==> src/rtl/pulsador_acond.sv <==
// ---------------------------------------------------------------------------
// pulsador_acond
//   Pedestrian pushbutton conditioner for the traffic-light controller.
//   The raw button is synchronized (2 FFs), then debounced by a 4-state FSM.
//   The FSM only advances its stability counter on prescaler ticks
//   (one tick every CLK_DIV clocks). A confirmed press produces a 1-cycle
//   strobe and sets a request level that the controller clears when the
//   pedestrian phase ends.
//
//   Optional build macro: BTN_ACTIVE_LOW_EN
//     defined   -> boton_in is active-low (pull-up wiring). It is inverted
//                  before the synchronizer, so s0/s1 always mean "pressed".
//     undefined -> boton_in is active-high.
//
//   Ports:
//     clk        in   system clock
//     rst        in   synchronous, active-high reset
//     boton_in   in   raw asynchronous button
//     clr_req    in   1-cycle request clear from the controller
//     nivel      out  debounced button level
//     pulso      out  1-cycle strobe on each debounced press
//     solicitud  out  latched pedestrian request to the controller
// ---------------------------------------------------------------------------
module pulsador_acond #(
    parameter int CLK_DIV  = 50000,
    parameter int N_STABLE = 10
) (
    input  logic clk,
    input  logic rst,
    input  logic boton_in,
    input  logic clr_req,
    output logic nivel,
    output logic pulso,
    output logic solicitud
);

    localparam int DIV_W = $clog2(CLK_DIV);
    localparam int STB_W = $clog2(N_STABLE + 1);

    localparam logic [DIV_W-1:0] DIV_LAST = DIV_W'(CLK_DIV - 1);
    localparam logic [STB_W-1:0] STB_LAST = STB_W'(N_STABLE - 1);
    localparam logic [STB_W-1:0] STB_ONE  = STB_W'(1);

    typedef enum logic [1:0] {
        EST0  = 2'd0,
        CONF1 = 2'd1,
        EST1  = 2'd2,
        CONF0 = 2'd3
    } state_t;

    state_t            state;
    logic              s0;
    logic              s1;
    logic              btn_sense;
    logic [DIV_W-1:0]  div_cnt;
    logic [STB_W-1:0]  stab_cnt;
    logic              tick;
    logic              last_tick;

`ifdef BTN_ACTIVE_LOW_EN
    assign btn_sense = ~boton_in;
`else
    assign btn_sense = boton_in;
`endif

    assign tick      = (div_cnt == DIV_LAST);
    // The tick that brings the count to N_STABLE completes the confirmation.
    assign last_tick = tick && (stab_cnt == STB_LAST);

    // Synchronizer and free-running prescaler
    always_ff @(posedge clk) begin
        if (rst) begin
            s0      <= 1'b0;
            s1      <= 1'b0;
            div_cnt <= '0;
        end else begin
            s0      <= btn_sense;
            s1      <= s0;
            div_cnt <= tick ? '0 : div_cnt + DIV_W'(1);
        end
    end

    // Debounce FSM with registered outputs.
    // A tick that coincides with leaving a stable state already counts
    // toward the confirmation; this keeps the edge-to-level latency within
    // 2+(N_STABLE-1)*CLK_DIV+1 .. 2+N_STABLE*CLK_DIV clocks.
    always_ff @(posedge clk) begin
        if (rst) begin
            state     <= EST0;
            stab_cnt  <= '0;
            nivel     <= 1'b0;
            pulso     <= 1'b0;
            solicitud <= 1'b0;
        end else begin
            pulso <= 1'b0;
            // Clear is ignored while pulso is high; a confirm below also
            // overrides it, so a press coinciding with a clear is kept.
            if (clr_req && !pulso) begin
                solicitud <= 1'b0;
            end

            case (state)
                EST0: begin
                    if (s1) begin
                        if (last_tick) begin
                            state     <= EST1;
                            nivel     <= 1'b1;
                            pulso     <= 1'b1;
                            solicitud <= 1'b1;
                            stab_cnt  <= '0;
                        end else begin
                            state    <= CONF1;
                            stab_cnt <= tick ? STB_ONE : '0;
                        end
                    end
                end

                CONF1: begin
                    if (!s1) begin
                        state    <= EST0;
                        stab_cnt <= '0;
                    end else if (last_tick) begin
                        state     <= EST1;
                        nivel     <= 1'b1;
                        pulso     <= 1'b1;
                        solicitud <= 1'b1;
                        stab_cnt  <= '0;
                    end else if (tick) begin
                        stab_cnt <= stab_cnt + STB_ONE;
                    end
                end

                EST1: begin
                    if (!s1) begin
                        if (last_tick) begin
                            state    <= EST0;
                            nivel    <= 1'b0;
                            stab_cnt <= '0;
                        end else begin
                            state    <= CONF0;
                            stab_cnt <= tick ? STB_ONE : '0;
                        end
                    end
                end

                CONF0: begin
                    if (s1) begin
                        state    <= EST1;
                        stab_cnt <= '0;
                    end else if (last_tick) begin
                        state    <= EST0;
                        nivel    <= 1'b0;
                        stab_cnt <= '0;
                    end else if (tick) begin
                        stab_cnt <= stab_cnt + STB_ONE;
                    end
                end

                default: begin
                    state    <= EST0;
                    stab_cnt <= '0;
                    nivel    <= 1'b0;
                end
            endcase
        end
    end

endmodule

==> config.mk <==
export PLATFORM = sky130hd
export DESIGN_NAME = pulsador_acond
export DESIGN_NICKNAME = d
export VERILOG_FILES = /design/src/rtl/pulsador_acond.sv
export SDC_FILE = /design/constraint.sdc
export NUM_CORES = 1
export LEC_CHECK = 0
export CORE_MARGIN = 2
export CORE_UTILIZATION = 55
export DETAILED_ROUTE_END_ITERATION = 10
export GPL_ROUTABILITY_DRIVEN = 1
export GPL_TIMING_DRIVEN = 0
export PLACE_DENSITY = 0.82
export REMOVE_ABC_BUFFERS = 1
export SETUP_SLACK_MARGIN = 0.2
export SLEW_MARGIN = 20
export SYNTH_ARGS = -nofsm -noshare
export SYNTH_HDL_FRONTEND = slang
export SYNTH_SLANG_ARGS = --single-unit
==> constraint.sdc <==
create_clock -name clk -period 3.4 [get_ports clk]
set_clock_uncertainty 0.1 [all_clocks]
set_input_delay 0.51 -clock clk [delete_from_list [all_inputs] [get_ports clk]]
set_output_delay 0.51 -clock clk [all_outputs]
set_load 0.02 [all_outputs]
==> impl_results.md, run 1 <==
- Die area: 2950 um^2
- Vias in the first global route: 1055
- CTS Buf Count: 3
- Stages on worst setup path: 4
- CP max stage cell: nor4_2
- Reg2Reg Depth: 4
- Buffers and inverters on the worst path: 0
- Mapped Avg Cell Area: 8.74 um^2
- Yosys cell types: 38
- Final setup vio count: 0
- DRC Markers: 0
- RR Endpoint: stab_cnt[1]$_SDFFE_PP0P_
- Reg2reg start: div_cnt[8]$_SDFF_PP0_
- Post-CTS setup buffer count: 0
- Vias/cell: 5.86
- Commonest non-fill, non-tap cell in the layout: dfxtp_1
- CP peak stage delay: roughly 0.75 ns
- Most frequent cells in the layout: dfxtp_1, nor2_1, xnor2_1, nand2_1, nor4_1
- Power Density: 344 nW/um^2
- I/O pins: 7
- Clock Pin Slew Worst Setup and Hold Paths: about 0.15 ns
- Rows: 18
- Top cell type's share of synthesized area: 38.9%
- Worst-skew pair later-pin latency: 0.34 ns
- CTS Buffer Depth: 2
- Synth-to-Final Area Change: 4.41%
- Slew Viols, Final: 0
- Max-Cap Viols: 0
- Post-route cell area: between 1000 and 1500 um^2
- Reg2reg setup slack: 0.96 ns
- Worst-margin pin slew: 0.881 ns
- Layout cells sized above 1: 5.03%
- Fin util: 59.7%
- Final ANT Viol Nets: 0
- Synth top area cells: dfxtp_1, xnor2_1, nor2_1
- Peak supply drop: 0.000342 V
- Syn Inst Count: 159
- CTS tree: yes
- Drt first pass iters: 5
- Tot GR Track Use: 21.2%
- Sequential area share after synthesis: 38.9%
- Gr ovfl total: 0
- Largest net degree at the start of global routing: 20
- WL per Instance: 14.1 um
- CP Launch Type: register
- Arr. time, crit path: ~2.6 ns
- Max FO, Critical Path: 11
- Warnings, synthesis: 0
- Cts hold-fix bufs: 0
- Pre-CTS WS: 1.01 ns
- Die H: ~54 um
- Antenna fix cells: 0
- CP Launch Point: div_cnt[8]$_SDFF_PP0_
- Status: completed
- RSZ-0062 raised after global routing: false
- Initial antenna violation count: 0
- Final worst-path cycle share: 71.9%
- CP delay by family, top: simple AND/OR/NAND/NOR gates
- Crit-path cells: or4b_1, nor4_2, nor4_1, a311o_1
- Via count: between 1000 and 1500
- Placement-stage cell area: 1420 um^2
- Crit path required time: roughly 3.5 ns
- Final HPWL DP: 1910 um
- Final Hold Fails: 0
- First-pass GRT wire length: 4450 um
- Min-delay src: div_cnt[0]$_SDFF_PP0_
- Core area: 2430 um^2
- PortBufs: 6
- Power Total: 499 uW
- Min Tclk post-route: 2.44 ns
- Root Driver: clkbuf_4
- H-tree levels: 1
- Starting density of the core: 57.2%
- Setup slack after layout: between 0.9 and 1 ns
- Min-Delay Path Class: register to register
- Worst Setup End Kind: register
- CP Class: register to register
- Worst Setup EP: stab_cnt[1]$_SDFFE_PP0P_
- Nets@finish: 167
- RD Place Congestion: 0.793
- Routed WL: 2670 um
- Setup tns final: 0 ns
- Clk sinks: 27
- Leakage: 0.469 nW
- Detailed Route Iter0 Violations: 29
- Max Fclk: a little over 0.4 GHz
- Chip width: 54.3 um
- Mapped Area: 1390 um^2
- Post-cts sizing count: 0
- Synth area leader: dfxtp_1
- Flops & latches, synth: 27
- Slew Limit Headroom: 40.7%
==> worst min path at each step <==
stage	endpoint	slack [ns]	depth (start not counted)
3_5_place_dp	div_cnt[0]$_SDFF_PP0_	0.34	1
6_report	div_cnt[0]$_SDFF_PP0_	0.36	1
4_1_cts	div_cnt[0]$_SDFF_PP0_	0.36	1
3_3_place_gp	s1$_SDFF_PP0_	0.32	1
2_1_floorplan	s1$_SDFF_PP0_	0.31	1
5_1_grt	s1$_SDFF_PP0_	0.39	1
==> power breakdown <==
part,leakage (nW),switching [mW],internal [mW]
Combinational,0.233,0.0168,0.0133
Clock,0.0177,0.0957,0.0442
Sequential,0.219,0.00586,0.323
Total,0.469,0.118,0.381
==> cells by family after synthesis <==
group / after synthesis / synth area share, %
adder cells (fa/ha/maj): 3 / 2.70
AND/OR/NAND/NOR: 83 / 34.7
flip-flops: 27 / 38.9
buffers and inverters: 18 / 6.75
AO/OA/AOI/OAI: 11 / 6.21
multiplexers: 1 / 0.720
XOR/XNOR: 16 / 10.1
==> layer usage <==
metal / wire [um] / GRT usage (%)
met1: 1270 / 27.8
met2: 1280 / 34.1
met3: 76 / 3.28
met4: 44 / 10.0
met5: 0 / 0
==> stage by stage <==
step	std cells	hold WS (ns)
finish	189	0.364
global route	189	0.385
CTS	189	0.363
detailed placement	185	0.344
global placement	185	0.321
floorplan	149	0.314
==> synth_stat cells <==
| master | count |
|---|---|
| o21ai_0 | 1 |
| clkbuf_1 | 5 |
| a221o_1 | 1 |
| or4b_1 | 1 |
| or4bb_1 | 1 |
| nand2b_1 | 2 |
| nor4b_1 | 3 |
| nand4_1 | 6 |
| a311o_1 | 2 |
| nor2b_1 | 2 |
| a41o_1 | 1 |
| a211oi_1 | 1 |
| xnor2_1 | 13 |
| inv_1 | 8 |
| o311ai_0 | 2 |
| and3b_1 | 2 |
| nor4_4 | 1 |
| and3_1 | 1 |
| a21oi_1 | 2 |
| nand3b_1 | 1 |
| xor2_1 | 3 |
| nor4_2 | 1 |
| nor2_1 | 23 |
| buf_4 | 3 |
| or3b_2 | 1 |
| o22ai_1 | 1 |
| mux2i_1 | 1 |
| or4_1 | 1 |
| nor3_1 | 3 |
| ha_1 | 3 |
| nand2_1 | 13 |
| or4b_4 | 1 |
| dfxtp_1 | 27 |
| nand3_1 | 7 |
| nand4bb_1 | 2 |
| or2_1 | 1 |
| buf_6 | 2 |
| nor4_1 | 10 |
==> registers in the layout, summed over array words and instances, names as in the netlist <==
register	count
s0	1
stab_cnt	4
state	2
pulso	1
solicitud	1
div_cnt	16
nivel	1
s1	1
==> cell type report <==
cell class	instances	area, um^2
Clock inverter	1	5.00
Timing Repair Buffer	6	60.1
Multi-Input combinational cell	114	756
Inverter	8	30.0
Tap cell	30	37.5
Sequential cell	27	541
Fill cell	231	981
Clock buffer	3	22.5
No activity file was read; power rests on OpenSTA's default activity.
==> run 2, diff against run 1 <==
Settings changed: CORE_UTILIZATION 55 to 52, PLACE_DENSITY 0.82 to 0.81.
Clock period 3.4 ns to 2.1 ns, I/O delays scaled along.
==> impl_results.md, run 2 (synthesis results as in run 1) <==
- Hold Slack: 0.364 ns (about the same)
- Worst-margin pin slew: 0.654 ns (was 0.881 ns)
- Top flop regs: div_cnt: 16 flops, stab_cnt: 4 flops, state: 2 flops (unchanged)
- CP Launch Type: register (unchanged)
- Tot GR Track Use: 19.7% (was 21.2%)
- Final setup vio count: 0 (unchanged)
- Drt first pass iters: 4 (was 5)
- Final HPWL DP: 1930 um (was 1910 um)
- Detailed Route Iter0 Violations: 47 (was 29)
- Cell-internal power: 611 uW (was 381 uW)
- Layout cells sized above 1: 17.9% (was 5.03%)
- CP max stage cell: or4bb_4 (was nor4_2)
- DRC Markers: 0 (unchanged)
- Worst-skew pair later-pin latency: 0.33 ns (was 0.34 ns)
- Final worst-path cycle share: 91.0% (was 71.9%)
- Via count: 1221 (was 1108)
- Worst Setup End Kind: register (unchanged)
- Crit path required time: 2.24 ns (was 3.52 ns)
- Root Driver: clkbuf_4 (unchanged)
- Clock Pin Slew Worst Setup and Hold Paths: 0.14 ns (was 0.15 ns)
- Commonest non-fill, non-tap cell in the layout: nor2_1 (was dfxtp_1)
- Initial antenna violation count: 0 (unchanged)
- Die H: 55.7 um (was 54.3 um)
- Final Hold Fails: 0 (unchanged)
- PortBufs: 6 (unchanged)
- Chip width: 55.7 um (was 54.3 um)
- Final ANT Viol Nets: 0 (unchanged)
- Gr ovfl total: 0 (unchanged)
- I/O pins: 7 (unchanged)
- Max-Cap Viols: 0 (unchanged)
- Reg2reg setup slack: 0.19 ns (was 0.96 ns)
- Min-Delay Path Class: register to register (unchanged)
- Switching Fraction: 23.5% (was 23.7%)
- Routed WL: 2990 um (was 2670 um)
- Rows: 18 (unchanged)
- Max Fclk: 0.524 GHz (was 0.409 GHz)
- CP peak stage delay: 0.55 ns (was 0.75 ns)
- Peak supply drop: 0.000424 V (was 0.000342 V)
- CTS Buf Count: 3 (unchanged)
- Combinational Power Share: 6.2% (was 6.0%)
- Post-route cell area: 1600 um^2 (was 1450 um^2)
- Synth-to-Final Area Change: 15.1% (was 4.41%)
- Max FO, Critical Path: 4 (was 11)
- # fillers: 203 (was 231)
- Core area: 2500 um^2 (was 2430 um^2)
- P_sw: 188 uW (was 118 uW)
- Status: completed (unchanged)
- Max reg flops: 16 (unchanged)
- Vias/cell: 6.01 (was 5.86)
- Power Density: 499 nW/um^2 (was 344 nW/um^2)
- Largest Register: div_cnt (unchanged)
- CTS Buffer Depth: 2 (unchanged)
- RD Place Congestion: 0.798 (was 0.793)
- Clock group share of total power: 28.0% (about the same)
- CP delay by family, top: simple AND/OR/NAND/NOR gates (unchanged)
- Crit-path cells: or4bb_4, nor4_4, and3b_1, a221o_1 (was or4b_1, nor4_2, nor4_1, a311o_1)
- Sequential Power Share: 65.8% (was 65.9%)
- Starting density of the core: 55.6% (was 57.2%)
- Placed cells: 185 (unchanged)
- Placement-stage cell area: 1420 um^2 (unchanged)
- Buffers and inverters on the worst path: 0 (unchanged)
- RSZ-0062 raised after global routing: true (was false)
- Slew Limit Headroom: 56.3% (was 40.7%)
- Most frequent cells in the layout: nor2_1, dfxtp_1, xnor2_1, nand2_1, buf_4 (was dfxtp_1, nor2_1, xnor2_1, nand2_1, nor4_1)
- Antenna fix cells: 0 (unchanged)
- Leakage: 0.580 nW (was 0.469 nW)
- Largest net degree at the start of global routing: 20 (unchanged)
- Nets@finish: 181 (was 167)
- Fin cells: 203 (was 189)
- Clk sinks: 27 (unchanged)
- CTS tree: yes (unchanged)
- CP Class: register to register (unchanged)
- Min Tclk post-route: 1.91 ns (was 2.44 ns)
- Vias in the first global route: 1108 (was 1055)
- Slew Viols, Final: 0 (unchanged)
- First-pass GRT wire length: 4920 um (was 4450 um)
- H-tree levels: 1 (unchanged)
- Die area: 3100 um^2 (was 2950 um^2)
- WL per Instance: 14.7 um (was 14.1 um)
- Arr. time, crit path: 2.05 ns (was 2.57 ns)
- Power Total: 799 uW (was 499 uW)
## run 2: power by group through the flow
stage	Clock [mW]	Combinational [mW]	Sequential, mW
floorplan	0	0.0225	0.545
global placement	0	0.0460	0.543
detailed placement	0	0.0474	0.543
CTS	0.234	0.0486	0.529
global route	0.253	0.0567	0.527
finish	0.223	0.0497	0.526
## run 2: area by class of cell
type	instances	area [um^2]	area share, %
clock buffer	3	22.5	1.41
inverter	8	30.0	1.88
sequential	27	561	35.0
tap	30	37.5	2.35
clock inverter	1	5.00	0.313
timing repair buffer	19	164	10.2
multi-input combinational	115	781	48.8
## run 2: worst paths after layout
| kind | startpoint | to | depth (start not counted) |
|---|---|---|---|
| worst max-delay path | div_cnt[8]$_SDFF_PP0_ | stab_cnt[3]$_SDFFE_PP0P_ | 4 |
| worst min-delay path | div_cnt[0]$_SDFF_PP0_ | div_cnt[0]$_SDFF_PP0_ | 1 |
| worst max register to register | div_cnt[8]$_SDFF_PP0_ | stab_cnt[3]$_SDFFE_PP0P_ | 4 |
| worst min register to register | div_cnt[0]$_SDFF_PP0_ | div_cnt[0]$_SDFF_PP0_ | 1 |
## run 2: stage by stage
step                setup slack, ns  TNS, ns  util, %
finish                        0.190        0     64.0
global route                  0.165        0     64.0
CTS                           0.201        0     61.2
detailed placement           -0.282    -1.14     57.0
global placement             -0.237   -0.730     57.0
floorplan                    0.0282        0        -
## run 2: worst register-to-register path: cells and delay by family, from the launching register on
kind,cells,cell delay (ns)
compound gates,1,0.26
flops,1,0.39
simple gates,3,1.07
## run 2: routing by layer
layer / vias to the layer above / track usage (%) / share of wire [%]
met5: - / 0 / 0
li1: 589 / - / -
met4: 0 / 4.53 / 1.5
met1: 582 / 24.6 / 43
met2: 42 / 33.5 / 51
met3: 8 / 5.81 / 5.3
## run 2: timing repair
item,in CTS,in global routing
hold buffers,0,0
pin swaps,2,6
endpoints found under the setup margin,21,21
gates cloned,0,1
setup buffers,7,6
resized for setup,9,8
